### config.mk
export PLATFORM = sky130hd
export DESIGN_NAME = refill_port_arbiter
export DESIGN_NICKNAME = d
export VERILOG_FILES = /design/src/rtl/refill_port_arbiter.sv
export SDC_FILE = /design/constraint.sdc
export NUM_CORES = 1
export LEC_CHECK = 0
export ABC_CLOCK_PERIOD_IN_PS = 9600
export CORE_MARGIN = 2
export CORE_UTILIZATION = 42
export CTS_CLUSTER_DIAMETER = 30
export DETAILED_ROUTE_END_ITERATION = 10
export PLACE_DENSITY = 0.89
export SLEW_MARGIN = 20
export SYNTH_ARGS = -nofsm -noshare
export SYNTH_HDL_FRONTEND = slang
export SYNTH_SLANG_ARGS = --single-unit
### constraint.sdc
create_clock -name clk -period 9.6 [get_ports clk]
set_clock_uncertainty 0.2 [all_clocks]
set_input_delay 2.88 -clock clk [delete_from_list [all_inputs] [get_ports clk]]
set_output_delay 2.88 -clock clk [all_outputs]
set_load 0.02 [all_outputs]
### src/rtl/refill_port_arbiter.sv
// Shares one AXI4 read master between the instr- and data-cache refill engines.
// Round-robin grant, one INCR burst per cache line, beats steered to the owner.

// Per-requester return path: ack pulse, forwarded refill words, done/err pulse.
module refill_return_lane #(
  parameter int DATA_WIDTH = 32
) (
  input  logic                  clk,
  input  logic                  rst,
  input  logic                  grant,
  input  logic                  beat,
  input  logic                  final_beat,
  input  logic                  burst_err,
  input  logic [DATA_WIDTH-1:0] beat_data,
  output logic                  ack,
  output logic                  rvalid,
  output logic                  done,
  output logic                  err,
  output logic [DATA_WIDTH-1:0] rdata
);
  // Register everything handed back so the owner sees each word one cycle after the beat.
  always_ff @(posedge clk or posedge rst) begin
    if (rst) begin
      ack    <= 1'b0;
      rvalid <= 1'b0;
      done   <= 1'b0;
      err    <= 1'b0;
      rdata  <= '0;
    end else begin
      ack    <= grant;
      rvalid <= beat;
      done   <= beat && final_beat;
      err    <= beat && final_beat && burst_err;
      if (beat) rdata <= beat_data;
    end
  end
endmodule

module refill_port_arbiter #(
  parameter int ADDR_WIDTH = 32,
  parameter int DATA_WIDTH = 32,
  parameter int LINE_WORDS = 4
) (
  input  logic                  clk,
  input  logic                  rst,
  input  logic                  i_req,
  input  logic [ADDR_WIDTH-1:0] i_addr,
  output logic                  i_ack,
  output logic [DATA_WIDTH-1:0] i_rdata,
  output logic                  i_rvalid,
  output logic                  i_done,
  output logic                  i_err,
  input  logic                  d_req,
  input  logic [ADDR_WIDTH-1:0] d_addr,
  output logic                  d_ack,
  output logic [DATA_WIDTH-1:0] d_rdata,
  output logic                  d_rvalid,
  output logic                  d_done,
  output logic                  d_err,
  output logic [ADDR_WIDTH-1:0] m_araddr,
  output logic [7:0]            m_arlen,
  output logic [2:0]            m_arsize,
  output logic [1:0]            m_arburst,
  output logic                  m_arvalid,
  input  logic                  m_arready,
  input  logic [DATA_WIDTH-1:0] m_rdata,
  input  logic [1:0]            m_rresp,
  input  logic                  m_rlast,
  input  logic                  m_rvalid,
  output logic                  m_rready
);
  localparam int LINE_BYTES = LINE_WORDS * DATA_WIDTH / 8;
  localparam int CNT_W      = $clog2(LINE_WORDS);
  localparam logic [ADDR_WIDTH-1:0] LINE_MASK = ~ADDR_WIDTH'(LINE_BYTES - 1);

  typedef enum logic [1:0] {S_IDLE, S_ADDR, S_DATA} state_t;

  state_t           state, state_nxt;
  logic             owner;       // 0 = instr, 1 = data
  logic             last_grant;  // 0 = instr, 1 = data
  logic [CNT_W-1:0] beat_cnt;
  logic             err_acc;

  logic             grant_go, grant_sel;
  logic             beat_fire, beat_final, beat_err;
  logic [1:0]       lane_grant, lane_beat;
  logic [1:0]       lane_ack, lane_rvalid, lane_done, lane_err;
  logic [1:0][DATA_WIDTH-1:0] lane_rdata;

  assign m_arlen   = 8'(LINE_WORDS - 1);
  assign m_arsize  = 3'($clog2(DATA_WIDTH / 8));
  assign m_arburst = 2'b01;

  // State register.
  always_ff @(posedge clk or posedge rst) begin
    if (rst) state <= S_IDLE;
    else     state <= state_nxt;
  end

  // Next state: one address phase, then stay in DATA until the final beat.
  always_comb begin
    state_nxt = state;
    case (state)
      S_IDLE:  if (i_req || d_req)          state_nxt = S_ADDR;
      S_ADDR:  if (m_arvalid && m_arready)  state_nxt = S_DATA;
      S_DATA:  if (beat_fire && beat_final) state_nxt = S_IDLE;
      default:                              state_nxt = S_IDLE;
    endcase
  end

  // Decode: arbitration winner, beat acceptance and per-lane steering.
  always_comb begin
    m_rready   = (state == S_DATA);
    grant_go   = (state == S_IDLE) && (i_req || d_req);
    // Data wins when alone, or on a tie when instr had the previous grant.
    grant_sel  = d_req && (!i_req || !last_grant);
    beat_fire  = (state == S_DATA) && m_rvalid;
    beat_final = (beat_cnt == CNT_W'(LINE_WORDS - 1));
    // A response error or an rlast that disagrees with our own count taints the line.
    beat_err   = (m_rresp != 2'b00) || (m_rlast != beat_final);
    lane_grant = grant_go  ? (grant_sel ? 2'b10 : 2'b01) : 2'b00;
    lane_beat  = beat_fire ? (owner     ? 2'b10 : 2'b01) : 2'b00;
  end

  // AR channel, ownership and burst bookkeeping.
  always_ff @(posedge clk or posedge rst) begin
    if (rst) begin
      m_arvalid  <= 1'b0;
      m_araddr   <= '0;
      owner      <= 1'b0;
      last_grant <= 1'b1;
      beat_cnt   <= '0;
      err_acc    <= 1'b0;
    end else begin
      if (grant_go) begin
        m_arvalid  <= 1'b1;
        m_araddr   <= (grant_sel ? d_addr : i_addr) & LINE_MASK;
        owner      <= grant_sel;
        last_grant <= grant_sel;
      end else if (state == S_ADDR && m_arready) begin
        m_arvalid  <= 1'b0;
      end
      if (beat_fire) begin
        if (beat_final) begin
          beat_cnt <= '0;
          err_acc  <= 1'b0;
        end else begin
          beat_cnt <= beat_cnt + 1'b1;
          err_acc  <= err_acc | beat_err;
        end
      end
    end
  end

  for (genvar g = 0; g < 2; g++) begin : g_lane
    refill_return_lane #(.DATA_WIDTH(DATA_WIDTH)) u_lane (
      .clk        (clk),
      .rst        (rst),
      .grant      (lane_grant[g]),
      .beat       (lane_beat[g]),
      .final_beat (beat_final),
      .burst_err  (err_acc | beat_err),
      .beat_data  (m_rdata),
      .ack        (lane_ack[g]),
      .rvalid     (lane_rvalid[g]),
      .done       (lane_done[g]),
      .err        (lane_err[g]),
      .rdata      (lane_rdata[g])
    );
  end

  assign i_ack    = lane_ack[0];
  assign i_rvalid = lane_rvalid[0];
  assign i_done   = lane_done[0];
  assign i_err    = lane_err[0];
  assign i_rdata  = lane_rdata[0];
  assign d_ack    = lane_ack[1];
  assign d_rvalid = lane_rvalid[1];
  assign d_done   = lane_done[1];
  assign d_err    = lane_err[1];
  assign d_rdata  = lane_rdata[1];
endmodule

==> results.json <==
{
  "synth_top_cell_by_area": "dfrtp_1",
  "leakage_uw": 0.00310,
  "diodes": 0,
  "ant_nets": 0,
  "rows": 37,
  "die_area_um2": 11600,
  "htreeDepth": 3,
  "tritoncts": "built",
  "cp-end-kind": "output port",
  "rsz0062_at_grt": "no",
  "drt_iter0_drc": 117,
  "insertion_delay_ns": 0.35,
  "internal_power_uw": 1350,
  "min_period_ns": 4.73,
  "die_h_um": 108,
  "report.final.slew_viol_count": 0,
  "cts_hold_buffers": 0,
  "timing.fmax_mhz": 211,
  "synth_common_cells": "dfrtp_1, mux2_2, and3_1, mux2_4, a221o_1",
  "synth-edff-count": 0,
  "die_w_um": 108,
  "design_area_um2": 6690,
  "syn_inst": 306,
  "root_buffer": "clkbuf_8",
  "p_total_uw": 2130,
  "period_share_pct": 49.3,
  "path_max_fanout": 8,
  "avgViaCountPerCell": 5.00,
  "start_util_pct": 43.4,
  "synth_most_common_cell": "dfrtp_1",
  "grt_overflow": 0,
  "ys_types": 33,
  "hold_viol_final": 0,
  "ys.flop_type": "dfrtp_1",
  "synth.cell_area_um2": 4500,
  "crit_type": "reg -> out",
  "ys_seq_elements": 108,
  "hold_path_class": "reg -> reg",
  "place_hpwl_um": 8350,
  "antenna_found_initial": 0,
  "ys_seq_area_share_pct": 60.1,
  "grt_pass1_wl_um": 17000,
  "synth_async_sr_flop_share_pct": 100,
  "postCtsSetupBuffers": 0,
  "clk_path_buf_depth": 2,
  "tightest_slew_ns": 1.02,
  "status": "complete, no violations",
  "place.gp.congestion": 0.756,
  "drive_gt1_share_pct": 17.9,
  "power.density_nw_per_um2": 318,
  "fill_cells": 758,
  "p_clk_share_pct": 12.0,
  "switchingPower_uw": 782,
  "worstPathRequired_ns": 6.52,
  "routed_wl_um": 11000,
  "grt_pass1_vias": 3242,
  "yosys_warnings": 0,
  "cap_violations": 0,
  "io_buffer_count": 198,
  "wl_per_cell_um": 17.2,
  "cts-buffers-inserted": 9,
  "grt_max_degree": 81,
  "arrival_ns": 1.65,
  "finalSetupTns_ns": 0,
  "p_comb_share_pct": 50.9,
  "grt_usage_pct": 19.0,
  "cts_num_sinks": 108,
  "place_area_um2": 6490,
  "p_sw_share_pct": 36.8,
  "ir_drop_uv": 177,
  "setup_viol": 0,
  "fin_nets": 604,
  "yosysTopAreaCellShare_pct": 59.5,
  "area_growth_pct": 48.6,
  "maxSlewHeadroom_pct": 32.3,
  "netlist_top_cells_area": "dfrtp_1, mux2_4, mux2_2",
  "cp-start-kind": "flop",
  "clk_pin_slew_worst_paths_ns": 0.10,
  "synth.avg_cell_area_um2": 14.7,
  "cts_resized": 0,
  "num_vias": 3195,
  "firstDrtPassIters": 4,
  "drc": 0,
  "pwr-share-seq_pct": 37.1,
  "io_pins": 224,
  "core_um2": 10400
}
## critical path, cell delays in order (launching register included)
cell	delay, ns
dfrtp_1	0.53
nor2b_1	0.17
clkdlybuf4s50_1	0.61
## final timing paths
path,depth (start not counted),endpoint,start,slack (ns)
worst min register to register,2,beat_cnt[1],beat_cnt[1],0.29
min in group asynchronous,2,m_arvalid,rst,2.64
worst max-delay path,2,m_rready,state[1],4.87
worst min-delay path,2,beat_cnt[1],beat_cnt[1],0.29
worst max register to register,3,m_araddr[10],state[1],6.84
max in group asynchronous,3,g_lane[0].u_lane.rvalid,rst,5.57
## state kept, by name, indices dropped and copies added, names as in the netlist
register and cells:
m_arvalid 1, g_lane.u_lane.rvalid 2, g_lane.u_lane.rdata 64, beat_cnt 2
g_lane.u_lane.err 2, err_acc 1, state 2, m_araddr 28
owner 1, g_lane.u_lane.done 2, g_lane.u_lane.ack 2, last_grant 1
## cells in the final DEF, fill, tap and decap left out, drive strengths merged, types with 2 or more instances in the layout
master	count
mux2	64
and3	30
dfrtp	107
nor2b	2
nand2	12
nand2b	2
nor2	3
clkdlybuf4s50	198
a21o	3
o21ai	2
nor3	2
clkinv	3
inv	4
a221o	28
buf	3
conb	17
clkbuf	10
nand3b	3
## layout make-up
type                       instances  area, µm²  share of cell area, %
sequential                       108       2700                   40.4
clock buffer                      10        128                   1.91
tap                              136        170                   2.54
timing repair buffer             201       2010                   30.0
clock inverter                     6       56.3                  0.842
multi-input combinational        176       1610                   24.1
inverter                           2       10.0                  0.150
## kinds of logic after synthesis
group | Yosys count | share of synthesized area, %
other | 2 | 0.167
AO/OA/AOI/OAI | 35 | 7.23
XOR/XNOR | 1 | 0.195
multiplexers | 64 | 18.4
flip-flops | 108 | 60.1
buffers and inverters | 37 | 5.62
adder cells (fa/ha/maj) | 1 | 0.278
AND/OR/NAND/NOR | 58 | 8.01
## per-stage QoR
| stage | cells | setup WS (ns) | hold WS, ns | utilization [%] |
|---|---|---|---|---|
| floorplan | 321 | 3.68 | 0.249 | - |
| global placement | 623 | 4.73 | 0.269 | 62.6 |
| detailed placement | 623 | 4.66 | 0.273 | 62.6 |
| CTS | 639 | 4.85 | 0.299 | 64.4 |
| global route | 639 | 4.75 | 0.329 | 64.5 |
| finish | 639 | 4.87 | 0.292 | 64.5 |
## metal layers
layer  share of wire [%]  wire length (µm)  track usage, %
met1                  41              4480            23.7
met2                  48              5330            32.0
met3                  10              1110            6.78
met4                0.61                67            3.57
met5                   0                 0               0
## power groups by stage
| stage | registers, µW | clock network, µW | logic, µW |
|---|---|---|---|
| 2_1_floorplan | 1010 | 0 | 358 |
| 3_3_place_gp | 781 | 0 | 1060 |
| 3_5_place_dp | 798 | 0 | 1090 |
| 4_1_cts | 792 | 264 | 1090 |
| 5_1_grt | 815 | 284 | 1150 |
| 6_report | 791 | 255 | 1080 |
Note: power is estimated with default switching activity, not from simulation.
